## src/rtl/countdown_sequencer_pkg.sv

```systemverilog
// Shared types and default timing constants for the countdown sequencer.
package countdown_pkg;

  typedef enum logic [2:0] {
    S_IDLE  = 3'd0,
    S_READY = 3'd1,
    S_RUN   = 3'd2,
    S_PAUSE = 3'd3,
    S_DONE  = 3'd4
  } state_t;

  // 1 s decrement period and 20 ms debounce window at 50 MHz.
  localparam int DEF_TICK_DIV  = 50_000_000;
  localparam int DEF_DB_CYCLES = 1_000_000;

endpackage

```

## src/rtl/countdown_sequencer_button_conditioner.sv

```systemverilog
// Raw push-button to one-cycle press pulse: 2-FF synchronizer, debounce
// filter, rising-edge detector. A glitch shorter than DB_CYCLES is dropped.
module button_conditioner
  import countdown_pkg::*;
#(
  parameter int DB_CYCLES = DEF_DB_CYCLES
) (
  input  logic clk,
  input  logic rst,
  input  logic btn_raw,
  output logic pulse
);

  localparam int CW = (DB_CYCLES > 1) ? $clog2(DB_CYCLES) : 1;
  localparam logic [CW-1:0] DB_LAST = CW'(DB_CYCLES - 1);

  logic          sync_q1;
  logic          sync_q2;
  logic          level;
  logic          level_q;
  logic [CW-1:0] db_cnt;

  // Bring the asynchronous button into the clk domain.
  // NOTE: sequential state uses <= so every flop samples pre-edge values.
  always_ff @(posedge clk or posedge rst) begin
    if (rst) begin
      sync_q1 <= 1'b0;
      sync_q2 <= 1'b0;
    end else begin
      sync_q1 <= btn_raw;
      sync_q2 <= sync_q1;
    end
  end

  // Accept a new level only after it has disagreed for DB_CYCLES cycles in a row.
  always_ff @(posedge clk or posedge rst) begin
    if (rst) begin
      level  <= 1'b0;
      db_cnt <= '0;
    end else if (sync_q2 == level) begin
      db_cnt <= '0;
    end else if (db_cnt == DB_LAST) begin
      level  <= sync_q2;
      db_cnt <= '0;
    end else begin
      db_cnt <= db_cnt + CW'(1);
    end
  end

  // Registered one-cycle pulse on each accepted 0->1 transition.
  always_ff @(posedge clk or posedge rst) begin
    if (rst) begin
      level_q <= 1'b0;
      pulse   <= 1'b0;
    end else begin
      level_q <= level;
      pulse   <= level & ~level_q;
    end
  end

endmodule

```

## src/rtl/countdown_sequencer.sv

```systemverilog
// Control FSM for the seven-segment down-counter: conditions the load,
// start and pause buttons, loads the datapath from the switches and issues
// prescaled decrement strobes until the count reaches zero.
module countdown_sequencer
  import countdown_pkg::*;
#(
  parameter int N         = 6,
  parameter int TICK_DIV  = DEF_TICK_DIV,
  parameter int DB_CYCLES = DEF_DB_CYCLES
) (
  input  logic         clk,
  input  logic         rst,
  input  logic         btn_load,
  input  logic         btn_start,
  input  logic         btn_pause,
  input  logic [N-1:0] sw_value,
  input  logic [N-1:0] count_in,
  output logic         load,
  output logic [N-1:0] load_value,
  output logic         dec,
  output logic         done,
  output logic [2:0]   state_out
);

  localparam int PW = $clog2(TICK_DIV);
  localparam logic [PW-1:0] PRESC_LAST = PW'(TICK_DIV - 1);

  state_t        state;
  logic [PW-1:0] presc;
  logic          load_p;
  logic          start_p;
  logic          pause_p;
  logic          tick;

  button_conditioner #(.DB_CYCLES(DB_CYCLES)) u_load_btn (
    .clk(clk), .rst(rst), .btn_raw(btn_load), .pulse(load_p)
  );

  button_conditioner #(.DB_CYCLES(DB_CYCLES)) u_start_btn (
    .clk(clk), .rst(rst), .btn_raw(btn_start), .pulse(start_p)
  );

  button_conditioner #(.DB_CYCLES(DB_CYCLES)) u_pause_btn (
    .clk(clk), .rst(rst), .btn_raw(btn_pause), .pulse(pause_p)
  );

  // The prescaler only advances in RUN, so its terminal count is the tick.
  assign tick      = (presc == PRESC_LAST);
  assign state_out = state;

  // Sequencer: load > pause > start > tick; all outputs are registered.
  always_ff @(posedge clk or posedge rst) begin
    if (rst) begin
      state      <= S_IDLE;
      presc      <= '0;
      load       <= 1'b0;
      load_value <= '0;
      dec        <= 1'b0;
      done       <= 1'b0;
    end else begin
      load <= 1'b0;
      dec  <= 1'b0;
      if (load_p) begin
        // Load reloads from every state and discards any same-cycle tick.
        load       <= 1'b1;
        load_value <= sw_value;
        done       <= 1'b0;
        state      <= S_READY;
      end else begin
        case (state)
          S_READY: begin
            if (start_p) begin
              presc <= '0;
              state <= S_RUN;
            end
          end
          S_RUN: begin
            if (pause_p) begin
              // Prescaler holds so the resumed period finishes where it left off.
              state <= S_PAUSE;
            end else if (tick) begin
              presc <= '0;
              if (count_in != '0) begin
                dec <= 1'b1;
              end
              if (count_in <= N'(1)) begin
                done  <= 1'b1;
                state <= S_DONE;
              end
            end else begin
              presc <= presc + PW'(1);
            end
          end
          S_PAUSE: begin
            if (start_p || pause_p) begin
              state <= S_RUN;
            end
          end
          default: ;
        endcase
      end
    end
  end

endmodule

```

## config.mk

```make
export PLATFORM = sky130hd
export DESIGN_NAME = countdown_sequencer
export DESIGN_NICKNAME = d
export VERILOG_FILES = /design/src/rtl/countdown_sequencer_pkg.sv /design/src/rtl/countdown_sequencer_button_conditioner.sv /design/src/rtl/countdown_sequencer.sv
export SDC_FILE = /design/constraint.sdc
export NUM_CORES = 1
export LEC_CHECK = 0
export BUFFER_PORTS_ARGS = -buffer_cell sky130_fd_sc_hd__buf_2
export CELL_PAD_IN_SITES_DETAIL_PLACEMENT = 0
export CELL_PAD_IN_SITES_GLOBAL_PLACEMENT = 1
export CORE_MARGIN = 2
export CORE_UTILIZATION = 30
export DETAILED_ROUTE_END_ITERATION = 16
export HOLD_SLACK_MARGIN = 0.02
export PLACE_DENSITY_LB_ADDON = 0.2
export RECOVER_POWER = 50
export REMOVE_ABC_BUFFERS = 1
export SKIP_LAST_GASP = 1
export SLEW_MARGIN = 20
export SYNTH_ARGS = -nofsm -noshare
export SYNTH_HDL_FRONTEND = slang
export SYNTH_SLANG_ARGS = --single-unit
export TNS_END_PERCENT = 10
```

## constraint.sdc

```tcl
create_clock -name clk -period 4.3 [get_ports clk]
set_clock_uncertainty 0.05 [all_clocks]
set_input_delay 0.43 -clock clk [delete_from_list [all_inputs] [get_ports clk]]
set_output_delay 0.43 -clock clk [all_outputs]
set_load 0.02 [all_outputs]
```

# After elaboration in Yosys (flattened, before gate mapping)
# Cells that the tools add are included.
classes:
  add_sub_neg: 4
  n_lt_le_gt_ge: 1
  eq_ne: 17
  muxes: 28
  n_bitwise: 10
  n_reduce_logical: 13
ops:
  columns: ["op", "count"]
  rows:
  - ["$mux 20", 6]
  - ["$mux 26", 3]
  - ["$add 20x1->20 const B", 3]
  - ["$eq 20x20->1 const B", 3]
  - ["$pmux 26 s2", 1]
  - ["$add 26x1->26 const B", 1]
  - ["$eq 26x26->1 const B", 1]
  - ["$mux 3", 6]
  - ["$mux 1", 11]
  - ["$pmux 3 s3", 1]
  - ["$ne 4x2->1 const B", 2]
  - ["$reduce_and 4->1", 2]
  - ["$reduce_bool 2->1", 4]
  - ["$not 1->1", 7]
  - ["$eq 3x2->1 const B", 2]
  - ["$le 6x1->1 const B", 1]
  - ["$reduce_and 2->1", 3]
  - ["$reduce_bool 6->1", 1]
  - ["$reduce_and 5->1", 1]
  - ["$ne 2x2->1 const B", 2]
  - ["$reduce_bool 4->1", 1]
  - ["$and 1x1->1", 3]
  - ["$eq 1x1->1", 3]
  - ["$eq 3x1->1 const B", 1]
  - ["other kinds (4)", 4]
totals:
  ff_bits: 113
  input_bits: 17
  out_inout_bits: 12

# Longest topological paths before layout
# Gate-level depths: netlist of run 1.
logic_depth:
  depth_word: 6
  ltp_mapped: 8
  mapped_depth_nobuf: 6

# Modules after synthesis
# A second synthesis of run 1 with hierarchy kept.
unflattened:
  hier_cells: 547
  area_unflattened_um2: 5561.6
modules_own_cells:
  columns: ["module", "instances", "cells_per_inst", "area_each_um2"]
  rows:
  - ["button_conditioner at u_load_btn ...", 2, 111, 1206.2]
  - ["countdown_sequencer", 1, 213, 1978.1]
  - ["button_conditioner at u_pause_btn", 1, 112, 1171.1]

# Worst setup path before layout of run 1
# OpenSTA, ideal clock, no wires.
synth_path:
  path_type: "register -> register"
  start: "reg presc[16]"
  end: "reg state[1], in the netlist state_out[1]"
  setup_time_ps: 120
  arrival_ps: 1996
  t_required_ps: 4130
  setup_slack_ps: 2134
  path_stages_with_launch: 6
  synth_period_minus_slack_ps: 2166
  cell_sequence: "dfrtp_1 -> or4_1 -> nor4_1 -> nand3_1 -> or4_4 -> and3b_1"
synth_between:
  elab_chain_cells: 3
synth_rtl:
  columns: ["item", "line_no", "text"]
  rows:
  - ["from (decl)", "countdown_sequencer.sv:29", "logic [PW-1:0] presc;"]
  - ["from (signal assigned)", "countdown_sequencer.sv:91", "presc <= presc + PW'(1);"]
  - ["$eq 26x26->1", "countdown_sequencer.sv:48", "assign tick = (presc == PRESC_LAST);"]
  - ["$ne 4x2->1 (no source line)", null, null]
  - ["$reduce_and 5->1 (no source line)", null, null]
  - ["to (signal assigned)", "countdown_sequencer.sv:54", "state <= S_IDLE;"]
  - ["to (signal assigned)", "countdown_sequencer.sv:68", "state <= S_READY;"]
  - ["to (signal assigned)", "countdown_sequencer.sv:74", "state <= S_RUN;"]
  - ["to (decl)", "countdown_sequencer.sv:28", "state_t state;"]
# No other way between the ends.
# A chain may end at the register's enable or synchronous reset.

# Worst setup path after layout of run 1
layout_path:
  start: "reg presc[16]"
  end: "reg presc[24]"
layout_between:
  elab_chain_cells: 4
  elab_cells_between_ends: 5
layout_rtl:
  columns: ["item", "line_no", "text"]
  rows:
  - ["$add 26x1->26 / $eq 26x26->1 (equally long branches)", "countdown_sequencer.sv:91, countdown_sequencer.sv:48", null]
  - ["$mux 26 (*)", "countdown_sequencer.sv:81", "end else if (tick) begin"]
  - ["$mux 26 (*)", "countdown_sequencer.sv:78", "if (pause_p) begin"]
  - ["$pmux 26 s2 (*)", "countdown_sequencer.sv:70", "case (state)"]
# Every way passes the cells marked *; elsewhere a longest branch is shown, timed or not. The select of a mux whose other input is x is not followed.

==> results of run 1 <==
==> where the power goes <==
part	switching (W)	internal (W)
registers	0.00000788	0.00108
logic	0.0000371	0.0000149
clock network	0.000459	0.000868
total	0.000504	0.00196
==> metal layers <==
| layer | wire length [um] | share of wire [%] | vias to the layer above | track usage, % |
|---|---|---|---|---|
| li1 | - | - | 1858 | - |
| met1 | 5163 | 48 | 1807 | 15.84 |
| met2 | 4981 | 47 | 46 | 20.99 |
| met3 | 376 | 3.5 | 13 | 4.251 |
| met4 | 158 | 1.5 | 0 | 5.556 |
| met5 | 0 | 0 | - | 0 |
==> stage by stage <==
stage	hold WS [ns]	util [%]
finish	0.07043	35.93
global route	0.05414	35.93
CTS	0.04489	35.93
detailed placement	0.2918	32.71
global placement	0.2864	32.71
floorplan	0.2812	-
==> area by class of cell <==
cell class | instances | area, um^2 | share of cell area (%)
Clock inverter | 7 | 85.08 | 1.379
Tap cell | 225 | 281.5 | 4.562
Sequential cell | 113 | 2828 | 45.82
Timing Repair Buffer | 31 | 162.7 | 2.636
Clock buffer | 23 | 467.9 | 7.583
Inverter | 13 | 50.05 | 0.8110
Multi-Input combinational cell | 379 | 2296 | 37.21
==> cells by family (layout without fill, tap and decap cells) <==
family                   Yosys count  after routing  synth area share, %
AO/OA/AOI/OAI                     32             32                3.978
XOR/XNOR                          71             71                11.91
flip-flops                       113            113                54.16
multiplexers                      10             10                2.133
adder cells (fa/ha/maj)            4              4               0.9586
AND/OR/NAND/NOR                  262            262                24.99
buffers and inverters             23             74                1.869
==> layout by cell type, fill, tap and decap left out, drive strengths merged, types with 6 or more instances in the layout <==
master | netlist | routed
nand4 | 21 | 21
xnor2 | 33 | 33
clkbuf | 6 | 23
inv | 13 | 12
o21ai | 7 | 7
o31ai | 7 | 7
nor4 | 18 | 18
xor2 | 38 | 38
and2 | 6 | 6
nand3 | 36 | 36
mux2 | 9 | 9
a21oi | 9 | 9
dfrtp | 113 | 113
nor3 | 9 | 9
nand2 | 37 | 37
and3 | 8 | 8
nor2 | 96 | 96
and4 | 6 | 6
buf | 4 | 31
==> registers in the layout, indices dropped and copies added (netlist names), 3 cells and up <==
name,count
presc,26
u_load_btn.db_cnt,20
u_pause_btn.db_cnt,20
u_start_btn.db_cnt,20
load_value,6
state_out,3
==> worst paths after layout <==
check	end	from
max	presc[24]	presc[16]
min	u_load_btn.sync_q1	btn_load
max reg2reg	presc[24]	presc[16]
min reg2reg	u_load_btn.sync_q2	u_load_btn.sync_q1
max in group asynchronous	u_pause_btn.db_cnt[15]	rst
min in group asynchronous	u_start_btn.db_cnt[14]	rst
==> flow_metrics.py, run 1 <==
metrics = {
    "grt": {
        "antenna_found_initial": 0,
        "grt_pass1_vias": 3837,
        "grt_pass1_wl_mm": 18.55,
        "grt.total_usage_pct": 12.96,
        "grt_max_degree": 58,
        "grt_overflow": 0,
    },
    "pwr": {
        "finalPower_w": 0.002462,
        "p_per_area_mw_per_mm2": 399.0,
        "power.leakage_nw": 2.698,
        "ir_drop_v": 0.0002969,
    },
    "placement": {
        "gp_congestion": 0.7512,
        "dp_cells": 761,
        "numPortBuffers": 28,
        "place_hpwl_mm": 7.211,
        "pre_cts_ws_ns": 1.676,
        "dpl-instance-area_mm2": 0.005619,
    },
    "sta": {
        "relSlewSlack_pct": -68.13,
        "drv_slew": 58,
        "setup_ws_ns": 1.695,
        "max_freq_mhz": 383.9,
        "setup_viol": 0,
        "rsz0062_at_grt": "no",
        "worst_pin_slew_ns": 2.508,
        "post-route-period-util_pct": 60.57,
        "fin_crit_ns": 2.605,
        "setup_tns_ns": 0,
        "hold_viol": 0,
    },
    "synth": {
        "syn_inst": 515,
        "synth_top_area_share_pct": 54.16,
        "yosysTopAreaCell": "dfrtp_1",
        "seq_area_frac_synth_pct": 54.16,
        "netlist_top_cells_count": "113 x dfrtp_1, 96 x nor2_1, 38 x xor2_1",
        "synth_warnings": 0,
        "synthTopCellsByArea": "dfrtp_1 54%, nor2_1 6.9%, xor2_1 6.4%",
        "avgSynthCellArea_um2": 10.14,
        "yosys.cell_count.top_type": "dfrtp_1",
        "async_flop_share_pct": 100.0,
        "synth_cell_types": 41,
        "ys.flop_type": "dfrtp_1",
        "synth_area_mm2": 0.005221,
        "ys_ff_latch": 113,
        "synth-edff-count": 0,
    },
    "clocking": {
        "clk_pin_slew_worst_paths_ns": 0.05,
        "clock_sinks": 113,
        "holdBufCountCts": 0,
        "h-tree-depth": 4,
        "clockBufferDepth": 2,
        "cts_setup_buffers": 0,
        "post_cts_resized": 0,
        "cts_tree": "yes",
        "insertion_delay_ns": 0.42,
        "cts-root-buf": "clkbuf_16",
        "cts_made_buffers": 17,
    },
    "drt": {
        "drc_errors": 0,
        "post_drt_wl_per_cell_um": 13.50,
        "ant_nets": 0,
        "vias_per_cell": 4.708,
        "wl_mm": 10.68,
        "dr.pass1.iters": 4,
        "drtIter0Drc": 246,
        "vias": 3724,
    },
    "setup_path": {
        "crit_cells": 5,
        "crit_slowest_cell": "nor2_1",
        "required_ns": 4.51,
        "critPathCaptureType": "flip-flop",
        "cp-start-kind": "flip-flop",
        "worst_path_most_repeated_cell": "nor2_1",
        "setup.worst_path.class": "reg2reg",
        "critPathTopFamily": "simple AND/OR/NAND/NOR gates",
        "crit_fanout": 14,
        "crit_buf_inv": 0,
        "r2r_cells": 5,
        "max_stage_delay_ns": 0.74,
        "r2r_setup_slack_ns": 1.70,
        "cp_cell_sequence": "or4_1 -> nor4_1 -> a21oi_1 -> nor2_1 -> nor2_1",
        "crit_arrival_ns": 2.82,
    },
    "layout": {
        "drive_gt1_share_pct": 13.25,
        "stdcell_count": 791,
        "num_antenna_cells": 0,
        "areaGrowthSynthToFinish_pct": 18.19,
        "fill_cells": 1734,
        "fin_area_mm2": 0.006171,
        "finalNetCount": 576,
    },
    "min_path": {
        "hold_depth": 1,
        "hold_class": "in2reg",
    },
    "floorplanning": {
        "die_w_um": 135.9,
        "rows": 48,
        "die-area_mm2": 0.01848,
        "core-area_mm2": 0.01718,
        "ioPinCount": 29,
        "die_h_um": 135.9,
        "initial_core_util_pct": 30.40,
    },
    "run_status": {
        "violations": "max-capacitance violations, max-slew violations",
        "status": "finished, violations left",
    },
    "run": {
        "drv_cap": 1,
    },
}
(Power assumes the default switching activity.)
==> inputs of run 2 (changes only) <==
clock period = 2.5 ns   (was 4.3 ns; I/O delays follow)
==> flow_metrics.py, run 2 (synthesis results as in run 1) <==
metrics = {
    "floorplanning": {
        "die-area_mm2": 0.01848,
        "die_h_um": 135.9,
        "die_w_um": 135.9,
        "initial_core_util_pct": 30.40,
        "ioPinCount": 29,
        "core-area_mm2": 0.01718,
        "rows": 48,
    },
    "sta": {
        "rsz0062_at_grt": "no",
        "drv_slew": 0,
        "setup_viol": 0,
        "relSlewSlack_pct": 6.266,
        "post-route-period-util_pct": 91.27,
        "hold_viol": 0,
        "max_freq_mhz": 438.3,
        "worst_pin_slew_ns": 1.398,
        "setup_tns_ns": 0,
        "fin_crit_ns": 2.282,
    },
    "pwr": {
        "ir_drop_v": 0.0005328,
        "finalPower_w": 0.004450,
        "p_per_area_mw_per_mm2": 698.5,
        "power.leakage_nw": 2.800,
    },
    "grt": {
        "grt_pass1_wl_mm": 19.10,
        "grt_pass1_vias": 3971,
        "grt.total_usage_pct": 13.19,
        "grt_max_degree": 47,
        "grt_overflow": 0,
        "antenna_found_initial": 0,
    },
    "layout": {
        "largest_reg_flops": 26,
        "layout_common_cells": "113 x dfrtp_1, 96 x nor2_1, 38 x xor2_1",
        "seqCellArea_mm2": 0.002828,
        "num_antenna_cells": 0,
        "drive_gt1_share_pct": 14.68,
        "finalNetCount": 594,
        "multi_input_area_mm2": 0.002296,
        "areaGrowthSynthToFinish_pct": 22.00,
        "layout_commonest_cell": "dfrtp_1",
        "regMostFlops": "presc",
        "fin_area_mm2": 0.006370,
        "utilization_pct": 37.08,
        "fill_cells": 1756,
    },
    "setup_path": {
        "r2r_cells": 5,
        "setup.worst_path.class": "reg2reg",
        "cp-start-kind": "flip-flop",
        "crit_path_start": "presc[9]",
        "r2r_start": "presc[9]",
        "crit_buf_inv": 0,
        "endpoint": "state_out[1]",
        "crit_arrival_ns": 2.53,
        "required_ns": 2.75,
        "crit_slowest_cell": "or4_1",
        "r2r_end": "state_out[1]",
        "r2r_setup_slack_ns": 0.22,
        "crit_fanout": 7,
        "cp_cell_sequence": "or4_1 -> nor4_1 -> nand3_1 -> or4_4 -> and3b_1",
        "crit_cells": 5,
        "critPathTopFamily": "simple AND/OR/NAND/NOR gates",
        "max_stage_delay_ns": 0.54,
        "critPathCaptureType": "flip-flop",
    },
    "clocking": {
        "h-tree-depth": 4,
        "cts_made_buffers": 17,
        "clockBufferDepth": 2,
        "clock_sinks": 113,
        "insertion_delay_ns": 0.41,
        "cts-root-buf": "clkbuf_16",
        "cts_tree": "yes",
        "clk_pin_slew_worst_paths_ns": 0.05,
    },
    "drt": {
        "post_drt_wl_per_cell_um": 13.50,
        "dr.pass1.iters": 4,
        "vias": 3820,
        "drtIter0Drc": 195,
        "drc_errors": 0,
        "wl_mm": 10.95,
        "ant_nets": 0,
        "vias_per_cell": 4.710,
    },
    "placement": {
        "dpl-instance-area_mm2": 0.005692,
        "place_hpwl_mm": 7.334,
        "numPortBuffers": 28,
        "gp_congestion": 0.7758,
    },
    "run": {
        "drv_cap": 0,
    },
    "min_path": {
        "hold_class": "in2reg",
    },
    "run_status": {
        "status": "finished clean",
    },
}
==> run 2: cell types whose count changed in the layout (fill, tap and decap cells not counted), sizes merged <==
cell,before,now
dlygate4sd3,0,10
buf,31,35
clkinv,5,8
bufinv,2,4
clkinvlp,1,2
==> run 2: area by class of cell <==
type / instances / area share (%)
Clock buffer: 19 / 6.796
Clock inverter: 13 / 2.632
Inverter: 13 / 0.7857
Multi-Input combinational cell: 379 / 36.04
Sequential cell: 113 / 44.39
Tap cell: 225 / 4.420
Timing Repair Buffer: 49 / 4.930
==> run 2: how the worst min path moves through the flow <==
stage                           start                     end  cells past startpoint
after floorplan              btn_load      u_load_btn.sync_q1                      0
after global placement            rst  u_start_btn.db_cnt[13]                      2
after detailed placement          rst  u_start_btn.db_cnt[14]                      2
after CTS                 count_in[0]                     dec                      2
after global routing      count_in[0]                     dec                      2
final                     count_in[0]                     dec                      2
==> run 2: repair_timing <==
action | 4_1_cts | 5_1_grt
setup buffers | 0 | 0
hold endpoints to repair | 37 | 0
hold buffers | 10 | 0
resized for setup | 0 | 0
==> run 2: where the power goes <==
part / switching, W / total, W / internal, W
combinational: 0.0000667 / 0.000102 / 0.0000357
clock: 0.000836 / 0.00249 / 0.00165
sequential: 0.0000137 / 0.00186 / 0.00185
total: 0.000917 / 0.00445 / 0.00353
==> run 2: metal layers <==
metal / up-vias / share of wire (%) / GRT usage (%)
met5: - / 0 / 0
met4: 0 / 1.3 / 5.729
li1: 1900 / - / -
met2: 51 / 47 / 21.16
met3: 9 / 3.3 / 3.468
met1: 1860 / 49 / 16.80
==> run 2: per-stage QoR <==
step           setup slack (ns)  hold slack, ns  instances
3_3_place_gp             0.2397          0.2296        769
4_1_cts                  0.2215         0.06772        811
6_report                 0.2183         0.09586        811
5_1_grt                 0.04576         0.08871        811
3_5_place_dp             0.2413          0.2342        769
2_1_floorplan           -0.7874          0.2314        505
==> run 2: worst register-to-register path, delay by kind of cell (launching register included) <==
kind	cells	cell delay, ns
simple gates	5	1.67
flops	1	0.44
